<file path="src/rtl/mult_div_sequencer.sv">
// Iterative signed multiply/divide unit that owns the HI/LO register pair.
// Shift-add multiply and restoring divide on operand magnitudes, sign fix-up at the end.
module mult_div_sequencer #(
    parameter int WIDTH = 32,
    parameter int CNT_W = 6
) (
    input  logic             clk,
    input  logic             reset,
    input  logic             start_mult,
    input  logic             start_div,
    input  logic             abort,
    input  logic [WIDTH-1:0] rs_val,
    input  logic [WIDTH-1:0] rt_val,
    output logic             busy,
    output logic             done,
    output logic             div_zero,
    output logic [WIDTH-1:0] hi,
    output logic [WIDTH-1:0] lo
);

    // Handshake: a start is accepted only in IDLE (busy=0) and is a one-cycle
    // pulse; busy then stays high until the edge that writes hi/lo, and done
    // pulses for exactly that one cycle with hi/lo already updated.
    typedef enum logic [1:0] {IDLE, PREP, RUN, FIX} state_t;

    state_t               state, state_next;
    logic                 op_div, sign_q, sign_r;
    logic [WIDTH-1:0]     b_reg;
    logic [2*WIDTH-1:0]   acc;
    logic [CNT_W-1:0]     cnt;
    logic                 load, dz_set, finish;

    logic [WIDTH:0]       add_sum;
    logic [WIDTH:0]       rem_sh;
    logic                 rem_ge;
    logic [WIDTH-1:0]     rem_sub;
    logic [2*WIDTH-1:0]   prod_fix;
    logic [WIDTH-1:0]     quo_fix, rem_fix;

    function automatic logic [WIDTH-1:0] mag(input logic [WIDTH-1:0] x);
        return x[WIDTH-1] ? -x : x;
    endfunction

    assign busy     = (state != IDLE);
    assign add_sum  = {1'b0, acc[2*WIDTH-1:WIDTH]} + {1'b0, b_reg};
    assign rem_sh   = {acc[2*WIDTH-1:WIDTH], acc[WIDTH-1]};
    assign rem_ge   = (rem_sh >= {1'b0, b_reg});
    // The remainder after a successful subtract is below the divisor, so W bits suffice.
    assign rem_sub  = rem_sh[WIDTH-1:0] - b_reg;
    assign prod_fix = sign_q ? -acc : acc;
    assign quo_fix  = sign_q ? -acc[WIDTH-1:0] : acc[WIDTH-1:0];
    assign rem_fix  = sign_r ? -acc[2*WIDTH-1:WIDTH] : acc[2*WIDTH-1:WIDTH];

    always_comb begin
        state_next = state;
        load       = 1'b0;
        dz_set     = 1'b0;
        finish     = 1'b0;
        unique case (state)
            IDLE: begin
                if (!abort) begin
                    if (start_mult) begin
                        load       = 1'b1;
                        state_next = PREP;
                    end else if (start_div) begin
                        if (rt_val != '0) begin
                            load       = 1'b1;
                            state_next = PREP;
                        end else begin
                            dz_set = 1'b1;
                        end
                    end
                end
            end
            PREP: state_next = abort ? IDLE : RUN;
            RUN: begin
                if (abort)
                    state_next = IDLE;
                else if (cnt == CNT_W'(WIDTH - 1))
                    state_next = FIX;
            end
            FIX: begin
                state_next = IDLE;
                finish     = !abort;
            end
            default: state_next = IDLE;
        endcase
    end

    always_ff @(posedge clk or negedge reset) begin
        if (!reset)
            state <= IDLE;
        else
            state <= state_next;
    end

    always_ff @(posedge clk or negedge reset) begin
        if (!reset) begin
            op_div   <= 1'b0;
            sign_q   <= 1'b0;
            sign_r   <= 1'b0;
            b_reg    <= '0;
            acc      <= '0;
            cnt      <= '0;
            hi       <= '0;
            lo       <= '0;
            done     <= 1'b0;
            div_zero <= 1'b0;
        end else begin
            done     <= finish;
            div_zero <= dz_set;
            case (state)
                IDLE: begin
                    if (load) begin
                        op_div <= !start_mult;
                        acc    <= {{WIDTH{1'b0}}, rs_val};
                        b_reg  <= rt_val;
                    end
                end
                PREP: begin
                    sign_q <= acc[WIDTH-1] ^ b_reg[WIDTH-1];
                    sign_r <= acc[WIDTH-1];
                    acc    <= {{WIDTH{1'b0}}, mag(acc[WIDTH-1:0])};
                    b_reg  <= mag(b_reg);
                    cnt    <= '0;
                end
                RUN: begin
                    cnt <= cnt + CNT_W'(1);
                    if (op_div)
                        acc <= {(rem_ge ? rem_sub : rem_sh[WIDTH-1:0]), acc[WIDTH-2:0], rem_ge};
                    else if (acc[0])
                        acc <= {add_sum, acc[WIDTH-1:1]};
                    else
                        acc <= {1'b0, acc[2*WIDTH-1:1]};
                end
                FIX: begin
                    if (finish) begin
                        if (op_div) begin
                            hi <= rem_fix;
                            lo <= quo_fix;
                        end else begin
                            hi <= prod_fix[2*WIDTH-1:WIDTH];
                            lo <= prod_fix[WIDTH-1:0];
                        end
                    end
                end
                default: ;
            endcase
        end
    end

endmodule

</file>
<file path="config.mk">
export PLATFORM = sky130hd
export DESIGN_NAME = mult_div_sequencer
export DESIGN_NICKNAME = d
export VERILOG_FILES = /design/src/rtl/mult_div_sequencer.sv
export SDC_FILE = /design/constraint.sdc
export NUM_CORES = 1
export LEC_CHECK = 0
export CORE_MARGIN = 2
export CORE_UTILIZATION = 45
export CTS_BUF_LIST = sky130_fd_sc_hd__clkbuf_4 sky130_fd_sc_hd__clkbuf_8 sky130_fd_sc_hd__clkbuf_16
export CTS_CLUSTER_SIZE = 28
export DETAILED_ROUTE_END_ITERATION = 10
export MAX_ROUTING_LAYER = met4
export PLACE_DENSITY = 0.65
export SYNTH_ARGS = -nofsm -noshare
export SYNTH_HDL_FRONTEND = slang
export SYNTH_SLANG_ARGS = --single-unit
export TNS_END_PERCENT = 100
</file>
<file path="constraint.sdc">
create_clock -name clk -period 3.69 [get_ports clk]
set_clock_uncertainty 0.15 [all_clocks]
set_input_delay 0.738 -clock clk [delete_from_list [all_inputs] [get_ports clk]]
set_output_delay 0.738 -clock clk [all_outputs]
set_load 0.1 [all_outputs]
</file>
==> results of run 1 <==
==> per-stage QoR <==
step	hold slack (ps)	TNS (ps)	area [sq um]	setup WS (ps)	std cells
after global routing	210	0	17600	26.9	2466
after floorplan	292	0	14600	305	1870
after global placement	310	-14900	17000	-304	2430
after detailed placement	319	-11580	17000	-260	2430
after CTS	183	0	17600	50.3	2462
final	161	0	17600	128	2466
==> Yosys cell counts (all sizes together), types with 7 or more instances <==
| library cell | instances | share of area, % |
|---|---|---|
| nand2 | 254 | 6.5 |
| o21ai | 238 | 8.2 |
| dfrtp | 173 | 30 |
| a21oi | 135 | 4.6 |
| nor2 | 115 | 3.0 |
| clkbuf | 113 | 2.9 |
| ha | 74 | 6.3 |
| xnor2 | 67 | 4.0 |
| inv | 61 | 1.6 |
| xor2 | 61 | 3.7 |
| mux2i | 57 | 3.9 |
| nand3 | 46 | 1.6 |
| nor3 | 36 | 1.2 |
| a21o | 32 | 1.6 |
| o22ai | 32 | 1.4 |
| a211oi | 29 | 1.5 |
| or3 | 27 | 1.3 |
| nor4 | 26 | 1.2 |
| o221ai | 25 | 1.5 |
| o31ai | 25 | 1.4 |
| buf | 22 | 0.74 |
| a31oi | 19 | 0.81 |
| nand4 | 15 | 0.68 |
| nor2b | 14 | 0.60 |
| or4 | 14 | 0.80 |
| nand2b | 13 | 0.61 |
| and3 | 11 | 0.47 |
| o211ai | 11 | 0.56 |
| o21bai | 10 | 0.51 |
| o41ai | 9 | 0.59 |
| a32o | 8 | 0.55 |
| mux2 | 7 | 0.54 |
| o21a | 7 | 0.36 |
==> routing by layer <==
| layer | vias to the layer above | part of all wire [%] | GRT usage [%] | wire length [um] |
|---|---|---|---|---|
| li1 | 7088 | - | - | - |
| met4 | 0 | 2.0 | 8.70 | 974 |
| met5 | - | 0 | - | 0 |
| met1 | 7005 | 48 | 43.4 | 23200 |
| met2 | 624 | 42 | 42.1 | 20400 |
| met3 | 59 | 8.1 | 5.20 | 3940 |
==> final timing paths <==
kind | startpoint | to | slack, ps
max | b_reg[6] | acc[61] | 130
max reg2reg | b_reg[6] | acc[61] | 130
min | reset | hi[2] | 160
min in group clk | lo[31] | lo[31] | 330
min reg2reg | lo[31] | lo[31] | 330
max in group asynchronous | reset | op_div | 2450
==> power by group through the flow <==
stage	logic [mW]	registers [mW]	clock network, mW
2_1_floorplan	6.62	5.45	0
6_report	12.1	3.56	1.86
5_1_grt	13.1	3.67	1.97
3_3_place_gp	11.7	3.54	0
3_5_place_dp	11.9	3.58	0
4_1_cts	11.9	3.54	1.90
==> placed cells by master (no fill, tap or decap), types with 57 or more instances in the layout <==
cell / count
nor2_1: 115
buf_4: 118
a21oi_1: 135
mux2i_1: 57
clkdlybuf4s50_1: 127
xor2_1: 61
xnor2_1: 67
dfrtp_1: 169
nand2_1: 254
ha_1: 72
o21ai_0: 225
inv_1: 58
==> cell families (layout without fill, tap and decap cells) <==
group                    count (synthesis)  count (layout)  share of synthesized area (%)
buffers and inverters                  198             350                           5.26
AND/OR/NAND/NOR                        600             600                           19.6
adder cells (fa/ha/maj)                 76              76                           6.61
other                                    0               2                              0
flip-flops                             173             173                           29.6
AO/OA/AOI/OAI                          631             631                           26.8
XOR/XNOR                               128             128                           7.67
multiplexers                            64              64                           4.44
==> worst max-delay path, stage by stage (launching register included) <==
cell and delay (ps):
dfrtp_2 430, inv_1 70, ha_1 390, and3_2 270, and3_1 240, a21boi_2 220
nor3b_2 90, o31ai_4 410, a211o_1 390, nand2_1 120, buf_4 200, a31oi_1 290
a32o_1 210
==> final cells by class <==
class	instances	area, sq um
inverter	63	236
antenna	2	5.00
tap	442	553
timing repair buffer	255	2350
multi-input combinational	1499	9580
sequential	173	4340
clock inverter	13	135
clock buffer	19	447
fill	3040	14700
==> timing repair <==
item | in CTS | in global routing
buffers inserted | 0 | 2
endpoints found under the setup margin | 0 | 5
gates resized for setup | 0 | 9
==> impl_metrics.tcl, run 1 <==
set metrics [dict create \
    finalCritPeriodShare_pct 96.5 \
    wl_per_cell_um 19.7 \
    grt_pass1_wl_um 76300 \
    fmax_mhz 281 \
    drc 0 \
    grt_pass1_vias 13500 \
    setup_viol 0 \
    totalPowerFinal_mw 17.5 \
    largest_register "acc" \
    start_util_pct 45.3 \
    first_pass_iters 7 \
    synth_edf_count 0 \
    synthCells 1870 \
    dieArea_sq_um 33900 \
    syn2layout_area_growth_pct 20.6 \
    dp_hpwl_um 37100 \
    syn-num-nets 2015 \
    viasPerCell 5.99 \
    fin_nets 2154 \
    yosysSeqAreaShare_pct 29.6 \
    place.gp.congestion 1.06 \
    power_frac_comb_pct 69.0 \
    core.rowCount 66 \
    cts_buffer_depth 2 \
    cts_hold_buf 0 \
    die_w_um 184 \
    seqPwrFrac_pct 20.4 \
    die_y_um 184 \
    layout-drive-gt1-share_pct 10.4 \
    largest_register_ffs 64 \
    cts-root-buf "clkbuf_16" \
    tightest_slew_ps 1260 \
    gr-usage-all-layers_pct 29.8 \
    post-route-util_pct 54.6 \
    clk_pin_slew_ps 80 \
    leakagePower_nw 7.84 \
    fin_crit_ps 3560 \
    switching_share_pct 56.0 \
    p_int_mw 7.70 \
    port_buffers 135 \
    coreArea_sq_um 32300 \
    maxCapViolCount 0 \
    cts.sinks 173 \
    yosysWarnings 0 \
    cp.arrival_ps 3800 \
    cts_tree "built" \
    power.switching_mw 9.80 \
    cp_data_required_time_ps 3930 \
    yosysUniqueCellTypes 86 \
    min_path_type "input port to asynchronous set/reset pin" \
    cts_buffers 17 \
    cts_max_level 4 \
    wl_um 48500 \
    hold_violations 0 \
    grt_max_degree 76 \
    io_pins 136 \
    grt_overflow 0 \
    initialDrtViolationCount 1412 \
    rsz0062_at_grt "no" \
    drv_slew 0 \
    ys_ff_latch 173 \
    clk_latency_ps 460 \
    antenna_found_initial 3 \
    syn_area_sq_um 14600 \
    cp-end-kind "register" \
    cp_max_fo 9 \
    status "finished, final reports clean" \
    syn_avg_cell_area_sq_um 7.82 \
    ys.flop_type "dfrtp_1" \
    rr_worst_depth 12 \
    worst_slew_margin_rel_pct 16.1 \
    vias 14800 \
    startpoint_type "register" \
    synthArstFlopShare_pct 100 \
    critPathKind "register to register" \
    drtAntennaViolNets 0 \
    pwr_density_cell_nw_per_um2 992 \
    clkPwrFrac_pct 10.7 \
    peakVddDrop_mv 0.623 \
]
Note: power is estimated with default switching activity, not from simulation.
==> run 2, diff against run 1 <==
--- a/config.mk
+++ b/config.mk
@@ -6,12 +6,12 @@
 export NUM_CORES = 1
 export LEC_CHECK = 0
 export CORE_MARGIN = 2
-export CORE_UTILIZATION = 45
+export CORE_UTILIZATION = 35
 export CTS_BUF_LIST = sky130_fd_sc_hd__clkbuf_4 sky130_fd_sc_hd__clkbuf_8 sky130_fd_sc_hd__clkbuf_16
 export CTS_CLUSTER_SIZE = 28
 export DETAILED_ROUTE_END_ITERATION = 10
 export MAX_ROUTING_LAYER = met4
-export PLACE_DENSITY = 0.65
+export PLACE_DENSITY = 0.62
 export SYNTH_ARGS = -nofsm -noshare
 export SYNTH_HDL_FRONTEND = slang
 export SYNTH_SLANG_ARGS = --single-unit
==> run 2 against run 1 <==
Worst hold slack got worse by 54 ps. Critical endpoint is now acc[56]. Routed wire length rose by 6.0%. Sequential power rose by 2%. Highest routed layer unchanged.
==> impl_metrics.tcl, run 2 (synthesized netlist as in run 1, its figures left out) <==
set metrics [dict create \
    status "finished, final reports clean" \
    initialDrtViolationCount 1314 \
    regToRegSetupSlack_ps 170 \
    dp_hpwl_um 39600 \
    start_util_pct 35.6 \
    cp_max_fo 7 \
    top_usage_layer "met2" \
    tightest_slew_ps 1340 \
    setup_viol 0 \
    max_stage_delay_ps 490 \
    fill_cells 4133 \
    worst_slew_margin_rel_pct 10.8 \
    antenna_found_initial 0 \
    timing.rr.start "acc[38]" \
    fin_nets 2162 \
    rsz0062_at_grt "no" \
    clk_pin_slew_ps 90 \
    drv_slew 0 \
    leakagePower_nw 7.90 \
    largest_register_ffs 64 \
    peakVddDrop_mv 0.506 \
    cts.sinks 173 \
    fin_crit_ps 3520 \
    totalPowerFinal_mw 17.7 \
    drc 0 \
    cp_data_required_time_ps 3910 \
    first_pass_iters 6 \
    viasPerCell 5.75 \
    cp-end-kind "register" \
    crit_chain "ha_1 -> and3_1 -> and3_1 -> a21boi_2 -> nor3b_4 -> o31ai_4 -> a211oi_4 -> or4_1 -> o32a_1 -> a32o_1" \
    dp.cells 2529 \
    grtUsageMet1_pct 35.0 \
    die_y_um 208 \
    hold_ws_ps 106 \
    fmax_mhz 284 \
    startpoint_type "register" \
    wl_um 51400 \
    cts_tree "built" \
    port_buffers 135 \
    cts_buffer_depth 2 \
    critPathMostFrequentCell "and3_1" \
    slowest_stage "or4_1" \
    io_pins 136 \
    wl_per_cell_um 20.1 \
    grt_max_degree 76 \
    maxCapViolCount 0 \
    gr-usage-all-layers_pct 24.3 \
    die_w_um 208 \
    met2_usage_pct 35.4 \
    setup_ws_ps 169 \
    rr_worst_depth 10 \
    grt_pass1_wl_um 80700 \
    mostFrequentLayoutCell "nand2_1" \
    hold_violations 0 \
    clk_latency_ps 470 \
    cts_buffers 17 \
    grt_overflow 0 \
    dieArea_sq_um 43400 \
    gr-usage-met3_pct 3.73 \
    layout-drive-gt1-share_pct 11.8 \
    place_ws_ps -137 \
    grt_pass1_vias 14100 \
    drtAntennaViolNets 0 \
    coreArea_sq_um 41000 \
    cp_top_family "compound AO/OA/AOI/OAI gates" \
    core.rowCount 74 \
    syn2layout_area_growth_pct 21.9 \
    critPathKind "register to register" \
    critPathBufInv 0 \
    finalCritPeriodShare_pct 95.4 \
    largest_register "acc" \
    final_cells 2563 \
    final_cell_mix "nand2_1 (254), o21ai_0 (224), dfrtp_1 (168)" \
    vias 14700 \
    place.gp.congestion 0.985 \
    min_path_type "input port to asynchronous set/reset pin" \
    cts_max_level 4 \
    r2r_end "acc[56]" \
    pwr_density_cell_nw_per_um2 991 \
    cp.arrival_ps 3740 \
    cts-root-buf "clkbuf_16" \
]
run 2: power by group:
| part | switching, mW | internal [mW] |
|---|---|---|
| sequential | 0.984 | 2.66 |
| combinational | 8.03 | 4.06 |
| clock | 1.00 | 0.925 |
run 2: final cells by class:
cell class	instances	area, sq um	share of cell area [%]
multi-input cells	1499	9620	53.9
flip-flops and latches	173	4340	24.3
repair buffers	263	2360	13.3
well taps	532	666	3.73
clock buffers	17	425	2.39
inverters	63	236	1.33
clock inverters	15	178	0.997
diodes	1	2.50	0.0140
run 2: routing by layer:
metal / wire length (um) / share of wire [%]
met2: 22100 / 43
met1: 25000 / 49
met3: 3370 / 6.5
met5: 0 / 0
met4: 924 / 1.8
run 2: worst max-delay path by stage:
stage / to / from / cells after the start / slack, ps
final: acc[56] / acc[38] / 10 / 170
after global routing: acc[54] / b_reg[3] / 11 / 20
after CTS: acc[63] / b_reg[0] / 14 / 20
after detailed placement: acc[61] / b_reg[0] / 13 / -140
after global placement: acc[61] / b_reg[0] / 13 / -120
after floorplan: acc[18] / acc[0] / 13 / 310
run 2: stage by stage:
step                      setup TNS (ps)  cell area (sq um)  utilization [%]
after CTS                              0              17800             43.4
after detailed placement            -970              17100             41.8
after global placement              -355              17100             41.8
after floorplan                        0              14600                -
after global routing                   0              17800             43.5
final                                  0              17800             43.5
run 2: repair_timing:
action	4_1_cts	5_1_grt
pin swaps	2	3
buffers inserted	1	0
endpoints found under the setup margin	6	21
resized for setup	4	14
hold buffers	0	0
run 2: worst reg2reg max path, delay by kind of cell, from the launching register on:
kind,cells,cell delay (ps)
AOI/OAI and AO/OA,5,1300
and+or+nand+nor,4,1050
DFF,1,470
adders and majority gates,1,450
